==> src/rtl/fifo_wr_arbiter_if.sv <==
// fifo_wr_arbiter_if: requester and FIFO write-port bundle for fifo_wr_arbiter
// src_valid/src_data/src_last/src_ready : per-source burst handshake, source i data at [i*DW +: DW]
// fifo_w_req/fifo_data_i                : FIFO write strobe and word
// fifo_full/fifo_w_cnt                  : FIFO full flag and occupancy in DW-words
// busy/cur_src                          : arbiter status and current/last granted source
interface fifo_wr_arbiter_if #(
    parameter int N_SRC  = 4,
    parameter int DW     = 32,
    parameter int WCNT_W = 6
);
    localparam int SW = $clog2(N_SRC);
    logic [N_SRC-1:0]    src_valid;
    logic [N_SRC*DW-1:0] src_data;
    logic [N_SRC-1:0]    src_last;
    logic [N_SRC-1:0]    src_ready;
    logic                fifo_w_req;
    logic [DW-1:0]       fifo_data_i;
    logic                fifo_full;
    logic [WCNT_W-1:0]   fifo_w_cnt;
    logic                busy;
    logic [SW-1:0]       cur_src;
    modport master (
        output src_valid, src_data, src_last, fifo_full, fifo_w_cnt,
        input  src_ready, fifo_w_req, fifo_data_i, busy, cur_src
    );
    modport slave (
        input  src_valid, src_data, src_last, fifo_full, fifo_w_cnt,
        output src_ready, fifo_w_req, fifo_data_i, busy, cur_src
    );
endinterface

==> src/rtl/fifo_wr_arbiter.sv <==
// fifo_wr_arbiter: burst arbiter sharing one FIFO write port between N_SRC sources, header word per burst
// clk_w, rst_n (synchronous, active-low) plus bus (fifo_wr_arbiter_if.slave):
//   sources in: src_valid, src_data, src_last; sources out: src_ready
//   FIFO out: fifo_w_req, fifo_data_i; FIFO in: fifo_full, fifo_w_cnt; status out: busy, cur_src
// Define FIFO_ARB_PRIO_EN for fixed lowest-index priority instead of round-robin.
module fifo_wr_arbiter #(
    parameter int         N_SRC     = 4,
    parameter int         DW        = 32,
    parameter int         MAX_BURST = 16,
    parameter int         DEPTH_W   = 64,
    parameter int         WCNT_W    = 6,
    parameter logic [7:0] HDR_TAG   = 8'hA5
) (
    input logic clk_w,
    input logic rst_n,
    fifo_wr_arbiter_if.slave bus
);
    localparam int SW = $clog2(N_SRC);
    localparam int BW = $clog2(MAX_BURST + 1);
    typedef enum logic [1:0] {IDLE, HDR, DATA} state_t;
    state_t          state, state_nx;
    logic [SW-1:0]   rr_ptr, win, idx, cur_src;
    logic [BW-1:0]   beat_cnt;
    logic [WCNT_W:0] free;
    logic            space_ok, cur_valid, xfer, done;
    // room for the header plus a full burst, so a granted burst never waits on space
    assign free      = (WCNT_W+1)'(DEPTH_W) - {1'b0, bus.fifo_w_cnt};
    assign space_ok  = free >= (WCNT_W+1)'(MAX_BURST + 1);
    assign cur_valid = bus.src_valid[cur_src];
    assign xfer      = state == DATA && cur_valid && !bus.fifo_full;
    assign done      = xfer && (bus.src_last[cur_src] || beat_cnt == BW'(MAX_BURST - 1));
    // scan from rr_ptr upward; iterating backwards lets the nearest requester win
    always_comb begin
        win = '0;
        idx = '0;
        for (int k = N_SRC - 1; k >= 0; k--) begin
            idx = SW'((int'(rr_ptr) + k) % N_SRC);
            if (bus.src_valid[idx]) win = idx;
        end
    end
    always_comb begin
        state_nx = state == IDLE ? ((|bus.src_valid && space_ok) ? HDR : IDLE)
                 : state == HDR  ? (bus.fifo_full ? HDR : DATA)
                 : (done ? IDLE : DATA);
    end
    // outputs also gated by rst_n so the reset cycle itself never writes
    assign bus.fifo_w_req  = rst_n && !bus.fifo_full && (state == HDR || (state == DATA && cur_valid));
    assign bus.src_ready   = (rst_n && state == DATA && !bus.fifo_full) ? N_SRC'(1) << cur_src : '0;
    assign bus.fifo_data_i = state == HDR  ? {HDR_TAG, {(DW-8-SW){1'b0}}, cur_src}
                           : state == DATA ? bus.src_data[int'(cur_src)*DW +: DW] : '0;
    assign bus.busy        = state != IDLE;
    assign bus.cur_src     = cur_src;
    always_ff @(posedge clk_w) begin
        if (!rst_n) begin
            state    <= IDLE;
            cur_src  <= '0;
            beat_cnt <= '0;
        end else begin
            state    <= state_nx;
            if (state == IDLE && state_nx == HDR) cur_src <= win;
            beat_cnt <= state == HDR ? '0 : xfer ? beat_cnt + 1'b1 : beat_cnt;
        end
    end
`ifdef FIFO_ARB_PRIO_EN
    assign rr_ptr = '0;
`else
    always_ff @(posedge clk_w) begin
        if (!rst_n) rr_ptr <= '0;
        else if (done) rr_ptr <= cur_src == SW'(N_SRC - 1) ? '0 : cur_src + 1'b1;
    end
`endif
endmodule
==> src/flat_wrapper.sv <==
// flat-port wrapper written by rule: the top's interface ports become plain ports
module fifo_wr_arbiter_flat 
#(
    parameter int         N_SRC     = 4,
    parameter int         DW        = 32,
    parameter int         MAX_BURST = 16,
    parameter int         DEPTH_W   = 64,
    parameter int         WCNT_W    = 6,
    parameter logic [7:0] HDR_TAG   = 8'hA5
)
  (clk_w, rst_n, bus_src_valid, bus_src_data, bus_src_last, bus_fifo_full, bus_fifo_w_cnt, bus_src_ready, bus_fifo_w_req, bus_fifo_data_i, bus_busy, bus_cur_src);
  fifo_wr_arbiter_if #(.N_SRC(N_SRC), .DW(DW), .WCNT_W(WCNT_W)) bus_i ();
  input logic clk_w;
  input logic rst_n;
  input wire logic [$bits(bus_i.src_valid)-1:0] bus_src_valid;
  input wire logic [$bits(bus_i.src_data)-1:0] bus_src_data;
  input wire logic [$bits(bus_i.src_last)-1:0] bus_src_last;
  input wire logic [$bits(bus_i.fifo_full)-1:0] bus_fifo_full;
  input wire logic [$bits(bus_i.fifo_w_cnt)-1:0] bus_fifo_w_cnt;
  output wire logic [$bits(bus_i.src_ready)-1:0] bus_src_ready;
  output wire logic [$bits(bus_i.fifo_w_req)-1:0] bus_fifo_w_req;
  output wire logic [$bits(bus_i.fifo_data_i)-1:0] bus_fifo_data_i;
  output wire logic [$bits(bus_i.busy)-1:0] bus_busy;
  output wire logic [$bits(bus_i.cur_src)-1:0] bus_cur_src;
  assign bus_i.src_valid = bus_src_valid;
  assign bus_i.src_data = bus_src_data;
  assign bus_i.src_last = bus_src_last;
  assign bus_i.fifo_full = bus_fifo_full;
  assign bus_i.fifo_w_cnt = bus_fifo_w_cnt;
  assign bus_src_ready = bus_i.src_ready;
  assign bus_fifo_w_req = bus_i.fifo_w_req;
  assign bus_fifo_data_i = bus_i.fifo_data_i;
  assign bus_busy = bus_i.busy;
  assign bus_cur_src = bus_i.cur_src;
  fifo_wr_arbiter #(.N_SRC(N_SRC), .DW(DW), .MAX_BURST(MAX_BURST), .DEPTH_W(DEPTH_W), .WCNT_W(WCNT_W), .HDR_TAG(HDR_TAG)) u_core (.clk_w(clk_w), .rst_n(rst_n), .bus(bus_i));
endmodule
==> config.mk <==
export PLATFORM = sky130hd
export DESIGN_NAME = fifo_wr_arbiter_flat
export DESIGN_NICKNAME = d
export VERILOG_FILES = /design/src/rtl/fifo_wr_arbiter_if.sv /design/src/rtl/fifo_wr_arbiter.sv /design/src/flat_wrapper.sv
export SDC_FILE = /design/constraint.sdc
export NUM_CORES = 1
export LEC_CHECK = 0
export CORE_MARGIN = 1.5
export CORE_UTILIZATION = 32
export CTS_BUF_LIST = sky130_fd_sc_hd__clkbuf_8 sky130_fd_sc_hd__clkbuf_16
export DETAILED_ROUTE_END_ITERATION = 8
export PLACE_DENSITY_LB_ADDON = 0.1
export SLEW_MARGIN = 20
export SYNTH_ARGS = -nofsm -noshare
export SYNTH_HDL_FRONTEND = slang
export SYNTH_SLANG_ARGS = --single-unit
==> constraint.sdc <==
create_clock -name clk_w -period 3.7 [get_ports clk_w]
set_clock_uncertainty 0.05 [all_clocks]
set_input_delay 0.555 -clock clk_w [delete_from_list [all_inputs] [get_ports clk_w]]
set_output_delay 0.555 -clock clk_w [all_outputs]
set_load 0.05 [all_outputs]
==> results.json <==
{
  "outcome": "finished, final reports clean",
  "grt_pass1_vias": 2131,
  "synthSimpleGateAreaFrac": 0.208,
  "synthMuxAreaShare": 0.446,
  "cts_hold_buf": 0,
  "cts_setup_buffers": 0,
  "die_w_um": 77.7,
  "dieArea_um2": 6040,
  "clk_latency_ns": 0.24,
  "grt_util_all_layers": 0.225,
  "syn_area_per_cell_um2": 10.3,
  "rsz0062_at_grt": "false",
  "crit_path_end_kind": "primary output",
  "dieHeight_um": 77.7,
  "initial_core_util": 0.328,
  "yosys.area.top_type": "mux4_2",
  "synth_nets": 326,
  "setup_viol": 0,
  "ir_drop_v": 0.000140,
  "clk_pin_slew_ns": 0.05,
  "slew_headroom": 0.626,
  "cp-start-kind": "register",
  "syn_to_final_growth_pct": 111,
  "timing.fmax_mhz": 320,
  "vias": 2197,
  "cts_root_buffer": "clkbuf_8",
  "hold_viol_final": 0,
  "cp_max_fo": 23,
  "crit_arrival_ns": 2.52,
  "utilization": 0.692,
  "ant_nets": 0,
  "synth_top_family_by_area": "multiplexers",
  "fp.coreArea_um2": 5440,
  "synth.distinct_cells": 34,
  "drv_slew": 0,
  "synth_most_common_cell": "mux4_2",
  "synth-seq-cells": 11,
  "grt_pass1_wl_um": 10600,
  "portBuffers": 184,
  "ys.flop_type": "dfxtp_1",
  "drt-initial-drc-count": 88,
  "overflow": 0,
  "tns_ns": 0,
  "synthTopCellsByCount": "34 x mux4_2, 26 x and2_1, 18 x nand2_1, 11 x dfxtp_1, 9 x inv_1",
  "dpl_worst_slack_ns": 0.636,
  "ys_seq_area_frac": 0.123,
  "routed_wl_um": 7060,
  "rows": 27,
  "grt_max_degree": 27,
  "via_per_inst": 5.17,
  "whs_ns": 0.444,
  "cts_resized": 0,
  "crit_required_ns": 3.09,
  "synthCells": 173,
  "h-tree-depth": 1,
  "diodes": 0,
  "maxCapViolations": 0,
  "finalCritPeriodShare": 0.845,
  "wl_per_cell_um": 16.6,
  "fin_nets": 507,
  "synth_area_leaders": "mux4_2 43%, dfxtp_1 12%, and2_1 9.1%",
  "place.gp.congestion": 0.894,
  "drcViolationCount": 0,
  "critPathKind": "register to primary output",
  "first_pass_iters": 4,
  "antenna_found_initial": 0,
  "synth_compound_area_frac": 0.0925,
  "synth_edf_count": 0,
  "synth_xor_area_frac": 0.0147,
  "io_pins": 185,
  "cts.sinks": 11,
  "yosysWarnings": 0,
  "leakage_nw": 1.37,
  "yosysTopAreaCellShare": 0.429,
  "drive_gt1_frac": 0.136,
  "synth_async_sr_flop_share": 0,
  "hpwl_um": 5950,
  "worstHoldPathType": "register to register",
  "fillers": 453,
  "cts_inserted_buffers": 3,
  "p_per_area_nw_per_um2": 200,
  "synth_fa_ha_area_frac": 0.0561,
  "period_minus_slack_ns": 3.13,
  "clock_path_buffers": 2,
  "netlist_area_um2": 1790,
  "cts_tree": "done",
  "worst_slack_ns": 0.575,
  "tightest_slew_ns": 0.558
}
[power by group]
| group | total (mW) | switching, mW | internal [mW] |
|---|---|---|---|
| Clock | 0.118 | 0.0454 | 0.0729 |
| Combinational | 0.500 | 0.218 | 0.282 |
| Sequential | 0.133 | 0.00955 | 0.124 |
[cell usage in the layout (no fill, tap or decap), types with 2 or more instances in the layout]
cell             instances
mux4_2                  34
dfxtp_1                  9
o21ai_1                  2
xor2_1                   2
mux2i_1                  3
nor2_1                   8
clkbuf_8                 3
and2_1                  26
nand2b_1                 4
a21oi_1                  4
nand2_1                 18
and3_1                   5
clkdlybuf4s50_1        184
nand3_1                  2
buf_4                    4
ha_1                     8
dfxtp_2                  2
buf_12                   2
o41ai_1                  3
a211o_1                  2
inv_1                   10
o221ai_1                 2
o31ai_1                  2
[layer usage]
layer,GRT usage,up-vias,share of wire
li1,-,1022,-
met1,0.250,1028,0.36
met2,0.423,136,0.52
met3,0.0647,11,0.11
met4,0.0418,0,0.013
met5,0,-,0
[cell type report]
type	count	area (um2)	share of cell area
Clock buffer	3	41.3	0.0110
Multi-Input combinational cell	139	1460	0.388
Tap cell	72	90.1	0.0239
Inverter	9	33.8	0.00897
Clock inverter	1	3.75	0.000997
Timing Repair Buffer	190	1910	0.508
Sequential cell	11	223	0.0592
[path summary, 6_finish.rpt]
| path | slack [ns] | from | to | depth (start not counted) |
|---|---|---|---|---|
| worst max register to register | 1.62 | u_core.state[1] | u_core.state[1] | 5 |
| worst max-delay path | 0.57 | u_core.bus.cur_src[1] | bus_fifo_data_i[8] | 4 |
| worst min register to register | 0.44 | u_core.rr_ptr[0] | u_core.rr_ptr[0] | 2 |
| worst min-delay path | 0.44 | u_core.rr_ptr[0] | u_core.rr_ptr[0] | 2 |
[state kept, by name, indices dropped and copies added (netlist names)]
| signal | flops |
|---|---|
| u_core.beat_cnt | 5 |
| u_core.bus.cur_src | 2 |
| u_core.rr_ptr | 2 |
| u_core.state | 2 |
[critical path, cell delays in order (launching register included)]
cell and delay (ns):
dfxtp_2 0.67, buf_4 0.36, mux4_2 0.36, and2_1 0.17, clkdlybuf4s50_1 0.69
[cell families (layout without fill, tap and decap cells)]
group / after synthesis / in the layout
xor gates and xnor gates: 3 / 3
DFF: 11 / 11
muxes: 37 / 37
AOI/OAI and AO/OA: 22 / 22
and+or+nand+nor: 69 / 69
adders and majority gates: 8 / 8
buffers and inverters: 23 / 203
[stage by stage]
step                instance area, um2  std cells  power (mW)
floorplan                         1790        173       0.391
finish                            3760        425       0.752
CTS                               3760        425       0.758
global route                      3760        425       0.791
detailed placement                3720        421       0.638
global placement                  3720        421       0.631
(Power assumes the default switching activity.)
